<file path="src/rtl/mdu_pkg.sv">
// mdu_pkg: shared definitions for the multiply/divide unit.
//   state_t       controller states (IDLE, RUN, DONE)
//   DEFAULT_WIDTH default operand width
//   booth_op_t    radix-2 Booth recoding result (NOP, ADD, SUB)
//   booth_decode  maps {Q[0], q_1} onto a Booth op
package mdu_pkg;

    typedef enum logic [1:0] {
        IDLE = 2'b00,
        RUN  = 2'b01,
        DONE = 2'b10
    } state_t;

    localparam int DEFAULT_WIDTH = 32;

    typedef enum logic [1:0] {
        NOP = 2'b00,
        ADD = 2'b01,
        SUB = 2'b10
    } booth_op_t;

    function automatic booth_op_t booth_decode(input logic q0, input logic q_1);
        case ({q0, q_1})
            2'b01:   return ADD;
            2'b10:   return SUB;
            default: return NOP;
        endcase
    endfunction

endpackage

</file>
<file path="src/rtl/booth_seq_mult_if.sv">
// booth_seq_mult_if: pipeline <-> multiply unit handshake and HI/LO access.
//   start/is_signed/a/b    multiply request (pipeline -> unit)
//   hi_we/lo_we/wdata      MTHI/MTLO writes
//   rd_req                 MFHI/MFLO in decode
//   busy/done/stall        sequencer status back to the pipeline
//   hi/lo/of_flag          architectural HI/LO and overflow flag
interface booth_seq_mult_if
    import mdu_pkg::*;
#(
    parameter int WIDTH = DEFAULT_WIDTH
);
    logic             start;
    logic             is_signed;
    logic [WIDTH-1:0] a;
    logic [WIDTH-1:0] b;
    logic             hi_we;
    logic             lo_we;
    logic [WIDTH-1:0] wdata;
    logic             rd_req;
    logic             busy;
    logic             done;
    logic             stall;
    logic [WIDTH-1:0] hi;
    logic [WIDTH-1:0] lo;
    logic             of_flag;

    modport master (
        output start, is_signed, a, b, hi_we, lo_we, wdata, rd_req,
        input  busy, done, stall, hi, lo, of_flag
    );

    modport slave (
        input  start, is_signed, a, b, hi_we, lo_we, wdata, rd_req,
        output busy, done, stall, hi, lo, of_flag
    );
endinterface

</file>
<file path="src/rtl/booth_step.sv">
// booth_step: one combinational radix-2 Booth iteration.
//   acc, m      accumulator A and multiplicand M (WIDTH+1 bits, signed)
//   q, q_1      multiplier register Q and the appended q_1 bit
//   acc_next, q_next, q_1_next   {A, Q, q_1} after add/sub and arithmetic shift
module booth_step
    import mdu_pkg::*;
#(
    parameter int WIDTH = DEFAULT_WIDTH
) (
    input  logic signed [WIDTH:0] acc,
    input  logic signed [WIDTH:0] m,
    input  logic        [WIDTH:0] q,
    input  logic                  q_1,
    output logic signed [WIDTH:0] acc_next,
    output logic        [WIDTH:0] q_next,
    output logic                  q_1_next
);
    logic signed [WIDTH:0] sum;

    always_comb begin
        sum = acc;
        case (booth_decode(q[0], q_1))
            ADD:     sum = acc + m;
            SUB:     sum = acc - m;
            default: sum = acc;
        endcase
        // Arithmetic right shift of {sum, q, q_1}: replicate sum's sign, drop q_1.
        {acc_next, q_next, q_1_next} = {sum[WIDTH], sum, q};
    end
endmodule

</file>
<file path="src/rtl/booth_seq_mult.sv">
// booth_seq_mult: iterative radix-2 Booth multiplier owning HI/LO.
//   clk    system clock (rising edge)
//   rst_n  asynchronous active-low reset
//   bus    slave side of booth_seq_mult_if (start/busy/done handshake,
//          MTHI/MTLO writes, MFHI/MFLO stall, HI/LO/of_flag outputs)
// A product takes WIDTH+1 Booth steps on WIDTH+1-bit operands so that the
// unsigned case is exact; HI/LO take the low 2*WIDTH bits of {A, Q}.
module booth_seq_mult
    import mdu_pkg::*;
#(
    parameter int WIDTH = DEFAULT_WIDTH
) (
    input  logic              clk,
    input  logic              rst_n,
    booth_seq_mult_if.slave   bus
);
    localparam int CNT_W = $clog2(WIDTH + 1);

    state_t                state, state_next;
    logic [CNT_W-1:0]      count;
    logic                  sgn_q;
    logic signed [WIDTH:0] m_q;
    logic signed [WIDTH:0] acc_q, acc_step;
    logic        [WIDTH:0] q_q, q_step;
    logic                  q1_q, q1_step;
    logic [WIDTH-1:0]      hi_q, lo_q, hi_prod, lo_prod;
    logic                  of_q;
    logic                  accept, last_step, mt_ok, busy;

    function automatic logic [WIDTH:0] ext(input logic [WIDTH-1:0] v, input logic sgn);
        return {sgn & v[WIDTH-1], v};
    endfunction

    function automatic logic overflow(input logic [WIDTH-1:0] h, input logic [WIDTH-1:0] l,
                                      input logic sgn);
        return sgn ? (h != {WIDTH{l[WIDTH-1]}}) : (h != '0);
    endfunction

    booth_step #(.WIDTH(WIDTH)) u_step (
        .acc      (acc_q),
        .m        (m_q),
        .q        (q_q),
        .q_1      (q1_q),
        .acc_next (acc_step),
        .q_next   (q_step),
        .q_1_next (q1_step)
    );

    // Low 2*WIDTH bits of {A, Q} after the final step.
    assign hi_prod = {acc_step[WIDTH-2:0], q_step[WIDTH]};
    assign lo_prod = q_step[WIDTH-1:0];

    always_comb begin
        state_next = state;
        accept     = 1'b0;
        last_step  = 1'b0;
        mt_ok      = 1'b0;
        case (state)
            IDLE: begin
                // start takes priority over a same-cycle MTHI/MTLO.
                if (bus.start) begin
                    accept     = 1'b1;
                    state_next = RUN;
                end else begin
                    mt_ok = 1'b1;
                end
            end
            RUN: begin
                if (count == CNT_W'(WIDTH)) begin
                    last_step  = 1'b1;
                    state_next = DONE;
                end
            end
            DONE: begin
                mt_ok      = 1'b1;
                state_next = IDLE;
            end
            default: state_next = IDLE;
        endcase
    end

    always_ff @(posedge clk or negedge rst_n) begin
        if (!rst_n) begin
            state <= IDLE;
            count <= '0;
            hi_q  <= '0;
            lo_q  <= '0;
            of_q  <= 1'b0;
        end else begin
            state <= state_next;
            if (accept) begin
                count <= '0;
            end else if (state == RUN) begin
                count <= count + 1'b1;
            end
            if (last_step) begin
                hi_q <= hi_prod;
                lo_q <= lo_prod;
                of_q <= overflow(hi_prod, lo_prod, sgn_q);
            end else if (mt_ok) begin
                if (bus.hi_we) hi_q <= bus.wdata;
                if (bus.lo_we) lo_q <= bus.wdata;
            end
        end
    end

    // Working registers carry no reset: they are reloaded on every accepted start.
    always_ff @(posedge clk) begin
        if (accept) begin
            sgn_q <= bus.is_signed;
            m_q   <= ext(bus.a, bus.is_signed);
            acc_q <= '0;
            q_q   <= ext(bus.b, bus.is_signed);
            q1_q  <= 1'b0;
        end else if (state == RUN) begin
            acc_q <= acc_step;
            q_q   <= q_step;
            q1_q  <= q1_step;
        end
    end

    assign busy        = (state == RUN);
    assign bus.busy    = busy;
    assign bus.done    = (state == DONE);
    assign bus.stall   = bus.rd_req & busy;
    assign bus.hi      = hi_q;
    assign bus.lo      = lo_q;
    assign bus.of_flag = of_q;
endmodule
</file>
<file path="src/flat_wrapper.sv">
// flat-port wrapper written by rule: the top's interface ports become plain ports
module booth_seq_mult_flat import mdu_pkg::*;
#(
    parameter int WIDTH = DEFAULT_WIDTH
)
  (clk, rst_n, bus_start, bus_is_signed, bus_a, bus_b, bus_hi_we, bus_lo_we, bus_wdata, bus_rd_req, bus_busy, bus_done, bus_stall, bus_hi, bus_lo, bus_of_flag);
  booth_seq_mult_if #(.WIDTH(WIDTH)) bus_i ();
  input  logic clk;
  input  logic rst_n;
  input wire logic [$bits(bus_i.start)-1:0] bus_start;
  input wire logic [$bits(bus_i.is_signed)-1:0] bus_is_signed;
  input wire logic [$bits(bus_i.a)-1:0] bus_a;
  input wire logic [$bits(bus_i.b)-1:0] bus_b;
  input wire logic [$bits(bus_i.hi_we)-1:0] bus_hi_we;
  input wire logic [$bits(bus_i.lo_we)-1:0] bus_lo_we;
  input wire logic [$bits(bus_i.wdata)-1:0] bus_wdata;
  input wire logic [$bits(bus_i.rd_req)-1:0] bus_rd_req;
  output wire logic [$bits(bus_i.busy)-1:0] bus_busy;
  output wire logic [$bits(bus_i.done)-1:0] bus_done;
  output wire logic [$bits(bus_i.stall)-1:0] bus_stall;
  output wire logic [$bits(bus_i.hi)-1:0] bus_hi;
  output wire logic [$bits(bus_i.lo)-1:0] bus_lo;
  output wire logic [$bits(bus_i.of_flag)-1:0] bus_of_flag;
  assign bus_i.start = bus_start;
  assign bus_i.is_signed = bus_is_signed;
  assign bus_i.a = bus_a;
  assign bus_i.b = bus_b;
  assign bus_i.hi_we = bus_hi_we;
  assign bus_i.lo_we = bus_lo_we;
  assign bus_i.wdata = bus_wdata;
  assign bus_i.rd_req = bus_rd_req;
  assign bus_busy = bus_i.busy;
  assign bus_done = bus_i.done;
  assign bus_stall = bus_i.stall;
  assign bus_hi = bus_i.hi;
  assign bus_lo = bus_i.lo;
  assign bus_of_flag = bus_i.of_flag;
  booth_seq_mult #(.WIDTH(WIDTH)) u_core (.clk(clk), .rst_n(rst_n), .bus(bus_i));
endmodule
</file>
<file path="config.mk">
export PLATFORM = sky130hd
export DESIGN_NAME = booth_seq_mult_flat
export DESIGN_NICKNAME = d
export VERILOG_FILES = /design/src/rtl/mdu_pkg.sv /design/src/rtl/booth_seq_mult_if.sv /design/src/rtl/booth_step.sv /design/src/rtl/booth_seq_mult.sv /design/src/flat_wrapper.sv
export SDC_FILE = /design/constraint.sdc
export NUM_CORES = 1
export LEC_CHECK = 0
export BUFFER_PORTS_ARGS = -buffer_cell sky130_fd_sc_hd__buf_2
export CORE_UTILIZATION = 49
export CTS_CLUSTER_DIAMETER = 100
export DETAILED_ROUTE_END_ITERATION = 10
export GPL_ROUTABILITY_DRIVEN = 0
export GPL_TIMING_DRIVEN = 0
export PLACE_DENSITY = 0.79
export SLEW_MARGIN = 10
export SYNTH_ARGS = -nofsm -noshare
export SYNTH_HDL_FRONTEND = slang
export SYNTH_SLANG_ARGS = --single-unit
export TNS_END_PERCENT = 10
</file>
<file path="constraint.sdc">
create_clock -name clk -period 6.7 [get_ports clk]
set_input_delay 0.67 -clock clk [delete_from_list [all_inputs] [get_ports clk]]
set_output_delay 0.67 -clock clk [all_outputs]
set_load 0.03 [all_outputs]
</file>
==> summary.md <==
| Metric | Value |
|---|---|
| Run status | complete, no violations |
| CTS clk-pin slew, worst paths | 80 ps |
| Area of the core | 0.0202 sq mm |
| Primary flip-flop cell chosen by synthesis mapping | sky130_fd_sc_hd__dfrtp_1 |
| Largest fanout of any net on the critical path | 10 |
| Global-route wire length before repair | 44400 um |
| End of the worst register-to-register path | u_core.bus.of_flag |
| Count of input and output buffers | 170 |
| Mapped cell area | 0.0101 sq mm |
| Warning count from the yosys run | 0 |
| Initial antenna violation count | 2 |
| Met2 wire length | 13400 um |
| Worst Setup Path Type | reg2reg |
| Floorplan die width | 146 um |
| Layout net count | 1385 |
| Register-to-register path setup slack | 790 ps |
| Cell depth of the worst flop-to-flop path | 20 |
| Drt first pass iters | 5 |
| Min cycle time layout | 5910 ps |
| Total of endpoints with negative setup slack in the final report | 0 |
| Achievable Freq | 169 MHz |
| Share of post-route cells with drive strength above 1 | 0.219 |
| Highest signal layer in the routed design | met5 |
| Number of buffers created by CTS | 17 |
| Area of the die | 0.0212 sq mm |
| Data required time at the worst endpoint | 7000 ps |
| I/O pins | 171 |
| Critical-path cell list | or4_4 -> nor4_4 -> nand3_2 -> or3_4 -> nor2_1 -> nor2_1 -> xnor2_1 -> ha_1 -> clkbuf_1 -> nand2_1 -> nor4_1 -> o21ai_1 -> a211oi_1 -> nor2_1 -> xnor2_1 -> mux2i_1 -> or3_1 -> or3_1 -> a21oi_1 -> a221oi_1 |
| Setup TNS | 0 ps |
| Clock root buffer | sky130_fd_sc_hd__clkbuf_16 |
| Clock network latency to the later pin of the worst-skew pair | 450 ps |
| H-tree lvl count | 4 |
| Count of flip-flops with a built-in enable after synthesis | 67 |
| Number of max-slew violations in the final report | 0 |
| Worst r2r src | u_core.m_q[5] |
| Unrepaired setup endpoints after global routing | false |
| DRC viols | 0 |
| Filler Cells Inserted | 1734 |
| Via Count | 8932 |
| Most instantiated cells after synthesis | 118 x sky130_fd_sc_hd__nand2_1, 107 x sky130_fd_sc_hd__nor2_1, 82 x sky130_fd_sc_hd__o21ai_0 |
| Max clock buf depth | 2 |
| Cell type contributing the most total cell area after synthesis | sky130_fd_sc_hd__edfxtp_1 |
| Post-route clock period utilization | 0.882 |
| Maximum cell stage delay along the critical path | 630 ps |
| Mean number of vias per cell | 5.84 |
| Final Routed Wirelength | 28000 um |
| Cell count after synthesis | 1054 |
| Setup repair bufs after CTS | 0 |
| Syn Nets | 1194 |
| Worst setup EP type | flop |
| Met1 Wirelength | 12100 um |
| Layout Area Growth over Synthesis | 18.2% |
| Most common cell on crit path | sky130_fd_sc_hd__nor2_1 |
| Number of maximum-capacitance constraint violations | 0 |
| Effective utilization at floorplan | 0.500 |
| DR iter-0 viols | 700 |
| Amount of wire on met3 after detailed routing | 1550 um |
| Critical-path top delay cell | sky130_fd_sc_hd__a211oi_1 |
| Sink count of the clock tree | 173 |
| Chip height | 146 um |
| Cell types with the largest area share after synthesis | sky130_fd_sc_hd__edfxtp_1 20%, sky130_fd_sc_hd__dfrtp_1 18%, sky130_fd_sc_hd__dfxtp_1 6.5% |
| Post-synthesis sequential area ratio | 0.444 |
| Worst min path class | in2async |
| Maximum number of pins on one net before global-route repair | 60 |
| Vias in the first global route | 8712 |
| Slew at the pin with the worst max-slew slack | 788 ps |
| Avg WL per Cell | 18.3 um |
| Detailed placer's ending HPWL | 21500 um |
| Post-synthesis sequential element count | 173 |
| Library cell with the highest instance count after synthesis | sky130_fd_sc_hd__nand2_1 |
| Average footprint of a synthesized cell | 9.60 sq um |
| Distinct cell type count of the synthesized netlist | 72 |
| Remaining global-route overflow | 0 |
| Element type at the critical path start | flop |
| Remaining max-slew budget at the tightest pin | 0.474 |
| Global router's overall resource usage | 0.267 |
| Count of endpoints failing hold in the final timing report | 0 |
| Post-CTS resize count | 0 |
| Hold Buf Count CTS | 0 |
| Arrival time of the worst setup path | 6210 ps |
| Ys async rst share | 0.422 |
| Remaining number of nets flagged by the antenna check after routing | 0 |
| Setup clock skew after layout | 16.7 ps |
| Area fraction of the dominant cell type after synthesis | 0.199 |
| FP Rows | 52 |
| CTS tree | built |
sequential cells by signal (all words and copies together) (netlist names):
name and cells:
u_core.acc_q 32, u_core.bus.hi 32, u_core.bus.lo 32, u_core.bus.of_flag 1
u_core.count 6, u_core.m_q 33, u_core.q1_q 1, u_core.q_q 33
u_core.sgn_q 1, u_core.state 2
worst max-delay path, delay by kind of cell (launching register included):
kind,cells,cell delay [ps]
xor gates and xnor gates,2,330
buffers and inverters,1,320
adders and majority gates,1,270
DFF,1,420
AOI/OAI and AO/OA,4,1030
muxes,1,200
and+or+nand+nor,11,3210
routing by layer:
layer / GRT usage / up-vias
met5: 0 / -
met4: 0.113 / 2
met3: 0.0514 / 81
met2: 0.440 / 366
met1: 0.343 / 4268
li1: - / 4215
placed cells by master, fill, tap and decap left out, types with 36 or more instances in the layout:
master | Yosys | routed
sky130_fd_sc_hd__o21ai_0 | 82 | 82
sky130_fd_sc_hd__nor2_1 | 107 | 107
sky130_fd_sc_hd__clkbuf_1 | 50 | 50
sky130_fd_sc_hd__mux2i_1 | 60 | 60
sky130_fd_sc_hd__nand2_1 | 118 | 118
sky130_fd_sc_hd__buf_2 | 1 | 170
sky130_fd_sc_hd__dfrtp_1 | 73 | 73
sky130_fd_sc_hd__edfxtp_1 | 67 | 67
sky130_fd_sc_hd__a21oi_1 | 70 | 70
sky130_fd_sc_hd__mux2_2 | 50 | 50
sky130_fd_sc_hd__xnor2_1 | 47 | 47
sky130_fd_sc_hd__ha_1 | 36 | 36
kinds of logic (layout without fill, tap and decap cells):
group           count (synthesis)  after routing  share of synthesized area
other cells                     0              1                          0
simple gates                  351            351                      0.165
compound gates                249            249                      0.151
fa+ha+maj                      37             37                     0.0465
mux                           110            110                      0.115
xor+xnor                       56             56                     0.0492
buf+inv                        78            282                     0.0290
flops                         173            173                      0.444
metrics by stage:
step           area (sq um)  utilization  std cells  hold slack (ps)  setup WS [ps]
2_1_floorplan         10100            -       1054              374           1990
3_3_place_gp          11300        0.559       1494              446           1030
3_5_place_dp          11400        0.562       1496              456            978
4_1_cts               12000        0.591       1528             72.2            962
5_1_grt               12000        0.591       1529             83.5            537
6_report              12000        0.591       1529             69.9            788
worst max-delay path by stage:
stage,start,endpoint,cells after the start
3_5_place_dp,u_core.m_q[5],u_core.bus.of_flag,20
4_1_cts,u_core.m_q[5],u_core.bus.of_flag,20
6_report,u_core.m_q[5],u_core.bus.of_flag,20
2_1_floorplan,u_core.m_q[5],u_core.bus.of_flag,19
5_1_grt,u_core.m_q[2],u_core.bus.of_flag,20
3_3_place_gp,u_core.m_q[5],u_core.bus.of_flag,20
area by class of cell:
type | instances | area, sq um | share of cell area
flip-flops and latches | 173 | 4500 | 0.376
clock buffers | 18 | 429 | 0.0359
plain buffers | 58 | 220 | 0.0184
repair buffers | 172 | 901 | 0.0753
inverters | 20 | 75.1 | 0.00628
clock inverters | 14 | 169 | 0.0141
multi-input cells | 803 | 5330 | 0.445
diodes | 1 | 2.50 | 0.000209
well taps | 270 | 338 | 0.0282
Power is not shown: default switching activity piles up to over one toggle a cycle in this logic, so the estimate is an artifact.
